==> src/rtl/sbr_pkg.sv <==
// Shared types and constants for the SN74LS165 serial frame receiver.
package sbr_pkg;

  // Default frame length: a single SN74LS165.
  localparam int unsigned SBR_DEFAULT_WIDTH = 8;

  // Capture sequencer states.
  typedef enum logic [1:0] {
    IDLE  = 2'd0,
    LOAD  = 2'd1,
    SHIFT = 2'd2,
    DONE  = 2'd3
  } sbr_state_t;

  // Bit counter width: must hold the value WIDTH itself so it never wraps.
  function automatic int unsigned sbr_cnt_width(input int unsigned width);
    return $clog2(width) + 1;
  endfunction

endpackage

==> src/rtl/sbr_if.sv <==
// Frame delivery handshake: Data/Valid from the receiver, Ready from the consumer.
interface sbr_if
  import sbr_pkg::*;
#(
  parameter int unsigned WIDTH = SBR_DEFAULT_WIDTH
);

  logic [WIDTH-1:0] Data;
  logic             Valid;
  logic             Ready;

  modport master (output Data, output Valid, input Ready);
  modport slave  (input Data, input Valid, output Ready);

endinterface

==> src/rtl/sbr_shift_capture.sv <==
// Capture datapath: input conditioning, MSB-first shift register and bit counter.
module sbr_shift_capture
  import sbr_pkg::*;
#(
  parameter int unsigned  WIDTH     = SBR_DEFAULT_WIDTH,
  parameter bit           INVERT_IN = 1'b0,
  localparam int unsigned CW        = sbr_cnt_width(WIDTH)
) (
  input  logic             Clock,
  input  logic             Reset_n,
  input  logic             clear,
  input  logic             shift_en,
  input  logic             SerialIn,
  output logic [WIDTH-1:0] shift_reg,
  output logic [CW-1:0]    bit_cnt
);

  localparam logic [CW-1:0] CNT_MAX = CW'(WIDTH);

  logic serial_bit;

  // Undo the inversion of the Q7b tap so the register always sees true data.
  always_comb begin
    serial_bit = SerialIn ^ INVERT_IN;
  end

  // Shift the conditioned bit in at the LSB; the first bit ends up in the MSB.
  always_ff @(posedge Clock or negedge Reset_n) begin
    if (!Reset_n) begin
      shift_reg <= '0;
      bit_cnt   <= '0;
    end else if (clear) begin
      shift_reg <= '0;
      bit_cnt   <= '0;
    end else if (shift_en) begin
      shift_reg <= {shift_reg[WIDTH-2:0], serial_bit};
      if (bit_cnt != CNT_MAX) begin
        bit_cnt <= bit_cnt + CW'(1);
      end
    end
  end

endmodule

==> src/rtl/serial_byte_receiver.sv <==
// SN74LS165 frame receiver: sequences PL_n/ClkInh, captures WIDTH bits MSB first
// and presents each frame on a Valid/Ready handshake with sticky overrun.
module serial_byte_receiver
  import sbr_pkg::*;
#(
  parameter int unsigned WIDTH     = SBR_DEFAULT_WIDTH,
  parameter bit          INVERT_IN = 1'b0
) (
  input  logic  Clock,
  input  logic  Reset_n,
  input  logic  Start,
  input  logic  SerialIn,
  output logic  PL_n,
  output logic  ClkInh,
  output logic  Busy,
  output logic  Overrun,
  input  logic  ClearOvr,
  sbr_if.master frame_bus
);

  localparam int unsigned   CW       = sbr_cnt_width(WIDTH);
  localparam logic [CW-1:0] LAST_BIT = CW'(WIDTH - 1);

  sbr_state_t       state;
  sbr_state_t       state_next;
  logic             start_q;
  logic             load_phase;
  logic             shift_phase;
  logic             deliver;
  logic             transfer;
  logic [WIDTH-1:0] shift_reg;
  logic [CW-1:0]    bit_cnt;
  logic [WIDTH-1:0] data_q;
  logic             valid_q;

  sbr_shift_capture #(
    .WIDTH     (WIDTH),
    .INVERT_IN (INVERT_IN)
  ) u_capture (
    .Clock     (Clock),
    .Reset_n   (Reset_n),
    .clear     (load_phase),
    .shift_en  (shift_phase),
    .SerialIn  (SerialIn),
    .shift_reg (shift_reg),
    .bit_cnt   (bit_cnt)
  );

  // Start is registered, and only while idle, so requests raised during a
  // capture are dropped and the extra stage sets the Start-to-Valid latency.
  always_ff @(posedge Clock or negedge Reset_n) begin
    if (!Reset_n) begin
      start_q <= 1'b0;
    end else begin
      start_q <= Start && (state == IDLE);
    end
  end

  // Sequencer state register.
  always_ff @(posedge Clock or negedge Reset_n) begin
    if (!Reset_n) begin
      state <= IDLE;
    end else begin
      state <= state_next;
    end
  end

  // Next state and shift-register control pins.
  always_comb begin
    state_next  = state;
    PL_n        = 1'b1;
    ClkInh      = 1'b1;
    Busy        = 1'b1;
    load_phase  = 1'b0;
    shift_phase = 1'b0;
    deliver     = 1'b0;
    case (state)
      IDLE: begin
        Busy = 1'b0;
        if (start_q) begin
          state_next = LOAD;
        end
      end
      LOAD: begin
        PL_n       = 1'b0;
        load_phase = 1'b1;
        state_next = SHIFT;
      end
      SHIFT: begin
        shift_phase = 1'b1;
        ClkInh      = !(bit_cnt < LAST_BIT);
        if (bit_cnt == LAST_BIT) begin
          state_next = DONE;
        end
      end
      DONE: begin
        deliver    = 1'b1;
        state_next = IDLE;
      end
      default: begin
        state_next = IDLE;
      end
    endcase
  end

  always_comb begin
    transfer = valid_q && frame_bus.Ready;
  end

  // Output register: accept a new frame when empty or being drained, else drop it.
  always_ff @(posedge Clock or negedge Reset_n) begin
    if (!Reset_n) begin
      data_q  <= '0;
      valid_q <= 1'b0;
    end else if (deliver && (!valid_q || frame_bus.Ready)) begin
      data_q  <= shift_reg;
      valid_q <= 1'b1;
    end else if (transfer) begin
      valid_q <= 1'b0;
    end
  end

  // Sticky overrun; a drop in the same cycle as ClearOvr keeps the flag set.
  always_ff @(posedge Clock or negedge Reset_n) begin
    if (!Reset_n) begin
      Overrun <= 1'b0;
    end else if (deliver && valid_q && !frame_bus.Ready) begin
      Overrun <= 1'b1;
    end else if (ClearOvr) begin
      Overrun <= 1'b0;
    end
  end

  assign frame_bus.Data  = data_q;
  assign frame_bus.Valid = valid_q;

endmodule

==> src/flat_wrapper.sv <==
// flat-port wrapper written by rule: the top's interface ports become plain ports
module serial_byte_receiver_flat import sbr_pkg::*;
#(
  parameter int unsigned WIDTH     = SBR_DEFAULT_WIDTH,
  parameter bit          INVERT_IN = 1'b0
)
  (Clock, Reset_n, Start, SerialIn, PL_n, ClkInh, Busy, Overrun, ClearOvr, frame_bus_Data, frame_bus_Valid, frame_bus_Ready);
  sbr_if #(.WIDTH(WIDTH)) frame_bus_i ();
  input  logic Clock;
  input  logic Reset_n;
  input  logic Start;
  input  logic SerialIn;
  output logic PL_n;
  output logic ClkInh;
  output logic Busy;
  output logic Overrun;
  input  logic ClearOvr;
  output wire logic [$bits(frame_bus_i.Data)-1:0] frame_bus_Data;
  output wire logic [$bits(frame_bus_i.Valid)-1:0] frame_bus_Valid;
  input wire logic [$bits(frame_bus_i.Ready)-1:0] frame_bus_Ready;
  assign frame_bus_Data = frame_bus_i.Data;
  assign frame_bus_Valid = frame_bus_i.Valid;
  assign frame_bus_i.Ready = frame_bus_Ready;
  serial_byte_receiver #(.WIDTH(WIDTH), .INVERT_IN(INVERT_IN)) u_core (.Clock(Clock), .Reset_n(Reset_n), .Start(Start), .SerialIn(SerialIn), .PL_n(PL_n), .ClkInh(ClkInh), .Busy(Busy), .Overrun(Overrun), .ClearOvr(ClearOvr), .frame_bus(frame_bus_i));
endmodule
==> config.mk <==
export PLATFORM = sky130hd
export DESIGN_NAME = serial_byte_receiver_flat
export DESIGN_NICKNAME = d
export VERILOG_FILES = /design/src/rtl/sbr_pkg.sv /design/src/rtl/sbr_if.sv /design/src/rtl/sbr_shift_capture.sv /design/src/rtl/serial_byte_receiver.sv /design/src/flat_wrapper.sv
export SDC_FILE = /design/constraint.sdc
export NUM_CORES = 1
export LEC_CHECK = 0
export CORE_MARGIN = 8
export CORE_UTILIZATION = 36
export DETAILED_ROUTE_END_ITERATION = 10
export DONT_BUFFER_PORTS = 1
export PLACE_DENSITY = 0.62
export SETUP_SLACK_MARGIN = 0.15
export SLEW_MARGIN = 40
export SYNTH_ARGS = -nofsm -noshare
export SYNTH_HDL_FRONTEND = slang
export SYNTH_SLANG_ARGS = --single-unit
==> constraint.sdc <==
create_clock -name Clock -period 2 [get_ports Clock]
set_clock_uncertainty 0.05 [all_clocks]
set_input_delay 0.3 -clock Clock [delete_from_list [all_inputs] [get_ports Clock]]
set_output_delay 0.3 -clock Clock [all_outputs]
set_load 0.01 [all_outputs]
==> run metrics <==
CP Launch Type=flip-flop; CP Cell Sequence=inv_1, ha_1, nand3_1; setup TNS=0 ns; outcome=finished, final reports clean; Clock Path Buffers=2; DR top layer=met4; Worst Hold End=u_core.start_q; antenna violations before repair=0; unrepaired setup endpoints after global routing=false; slowest stage delay, CP=0.46 ns; HP Start=Start; clock share of power=11.6%; Finished Cell Area=1290 um2; first-pass GRT wire length=3260 um; switching share of total power=40.7%; Chip Width=72.8 um; wire length on met2=856 um; initial drt markers=22; leakage=0.605 nW; Rows=20; WL met3=151 um; CTS root buf=clkbuf_4; Critical-path top delay cell=dfrtp_1; reg2reg setup slack=0.37 ns; Post-Route WL=1930 um; placed cell areas=1210 um2; flops & latches, synth=25; Layout area overhead=10.8%; number of nets in the layout=124; Die Ht=72.8 um; die area=5300 um2; worst r2r src=u_core.state[0]; Hold Path Class=input pin to flip-flop; Slew Limit Fails=0; Synth Flop Type=dfrtp_1; layout cells sized above 1=10.1%; Core ar.=3050 um2; power per cell area=1570 nW/um2; Initial Util=38.1%; Psw=0.825 mW; clk_lat worst skew=0.32 ns; Pint=1.20 mW; Post-CTS Setup Inserts=0; worst hold path stage count=1; final setup violating endpoints=0; HPWL after DPL=1430 um; pin count of the biggest net entering global routing=26; Comb pwr share=43.4%; WL met1=893 um; Post-Syn Instances=103; DR vias/cell=4.67; Cell Area, Synth=1160 um2; final period utilization=82.4%; Worst R2R End=u_core.u_capture.bit_cnt[0]; Fmax=0.607 GHz; Fin. Hold Viols=0; Tmin final=1.65 ns; Async SR Flop Fraction=100%; TritonCTS clock tree=built; gp weighted congestion=0.834; Total GRT Usage=7.76%; EDFF count, synth=0; final antenna-violating net count=0; Worst Tran Pin Value=0.281 ns; via count=715; H-tree levels=1; Antenna Cells=0; Pre-antenna DRT Iters=4; worst IR drop on VDD=0.807 mV; Worst EP arrival=1.30 ns; fillcell total=300; sequential-to-total area share from yosys stat=53.8%; GRT overflow=0; clock sink count=25; endpoint class of the critical path=output port; top-level I/O count=19; sequential share of power=45.1%; Worst-path clk slew=0.15 ns; synth warn=0; Worst EP required=1.65 ns; worst rel slew slack=81.1%; DRC=0; vias in the first global route=760; CTS Buf Count=3; CP Max Fanout=5; Synth cell types=22; port buffer count=0; Max Cap Viol=0; syn_nets=117; Crit Path Class=flip-flop to output port; synthesized area per cell=11.3 um2; DR WL/cell=12.6 um; reg2reg path depth=5
## worst max-delay path: cells and delay by family (launching register included)
family                     cells  cell delay (ns)
DFF                            1             0.46
adders and majority gates      1             0.23
buffers and inverters          1             0.13
and+or+nand+nor                1             0.16
## Yosys cell counts, drive strengths merged, types with 2 or more instances
cell | instances | share of area [%]
o21ai | 10 | 4.3
o22ai | 2 | 1.1
inv | 17 | 5.5
buf | 2 | 0.86
nand3b | 7 | 4.5
nand3 | 3 | 1.3
dfrtp | 25 | 54
nor2b | 4 | 2.2
ha | 8 | 8.6
mux2 | 10 | 9.7
nand2 | 7 | 2.5
## final cells by class
type                       instances  area [um2]  share of cell area, %
clock buffer                       3        22.5                   1.75
clock inverter                     1        7.51                  0.583
inverter                          17        63.8                   4.96
multi-input combinational         59         465                   36.2
sequential                        25         626                   48.6
tap                               44        55.1                   4.28
timing repair buffer               4        47.5                   3.69
## power groups by stage
stage               clock, mW  sequential [mW]  combinational (mW)
floorplan                   0            0.875               0.720
global placement            0            0.922               0.837
detailed placement          0            0.933               0.854
CTS                     0.247            0.919               0.878
global route            0.265            0.944                1.00
finish                  0.235            0.913               0.879
## worst max-delay path by stage
stage	startpoint	endpoint	slack (ns)	cells after the start
after detailed placement	u_core.state[0]	u_core.u_capture.bit_cnt[0]	0.29	5
final	u_core.state[0]	ClkInh	0.35	3
after global placement	u_core.state[0]	u_core.u_capture.bit_cnt[0]	0.35	5
after floorplan	u_core.state[0]	u_core.u_capture.bit_cnt[0]	0.56	5
after CTS	u_core.state[0]	u_core.u_capture.bit_cnt[0]	0.27	5
after global routing	u_core.state[0]	u_core.u_capture.shift_reg[7]	0.23	6
## cell families after synthesis
kind of cell | Yosys count | synth area share, %
AOI/OAI and AO/OA | 17 | 9.15
adders and majority gates | 8 | 8.61
buffers and inverters | 19 | 6.35
DFF | 25 | 53.8
muxes | 11 | 10.5
and+or+nand+nor | 23 | 11.5
## placed cells by master, fill, tap and decap left out, drive strengths merged, types with 2 or more instances in the layout
master       Yosys  routed
buf              2       2
clkbuf           0       3
dfrtp           25      25
dlygate4sd3      0       2
ha               8       8
inv             17      17
mux2            10      10
nand2            7       7
nand3            3       3
nand3b           7       7
nor2b            4       4
o21ai           10      10
o22ai            2       2
## repair_timing
action,4_1_cts,5_1_grt
hold buffers,2,1
endpoints found under the setup margin,0,1
gates resized for setup,0,1
hold endpoints to repair,25,1
## layer usage
metal  global-route usage (%)  vias up
met5                        0        -
met4                     2.22        0
met3                     3.71        4
met2                     12.5       19
met1                     8.85      341
li1                         -      351
## metrics by stage
stage / std cells / utilization [%] / total power, mW / worst slack, ns / hold WS (ns)
finish: 153 / 42.2 / 2.03 / 0.352 / 0.0452
detailed placement: 146 / 39.8 / 1.79 / 0.288 / -0.0449
CTS: 152 / 41.8 / 2.04 / 0.266 / 0.00444
floorplan: 103 / - / 1.60 / 0.564 / -0.0456
global route: 153 / 42.2 / 2.21 / 0.230 / 0.0541
global placement: 146 / 39.8 / 1.76 / 0.349 / -0.0448
Note: power is estimated with default switching activity, not from simulation.
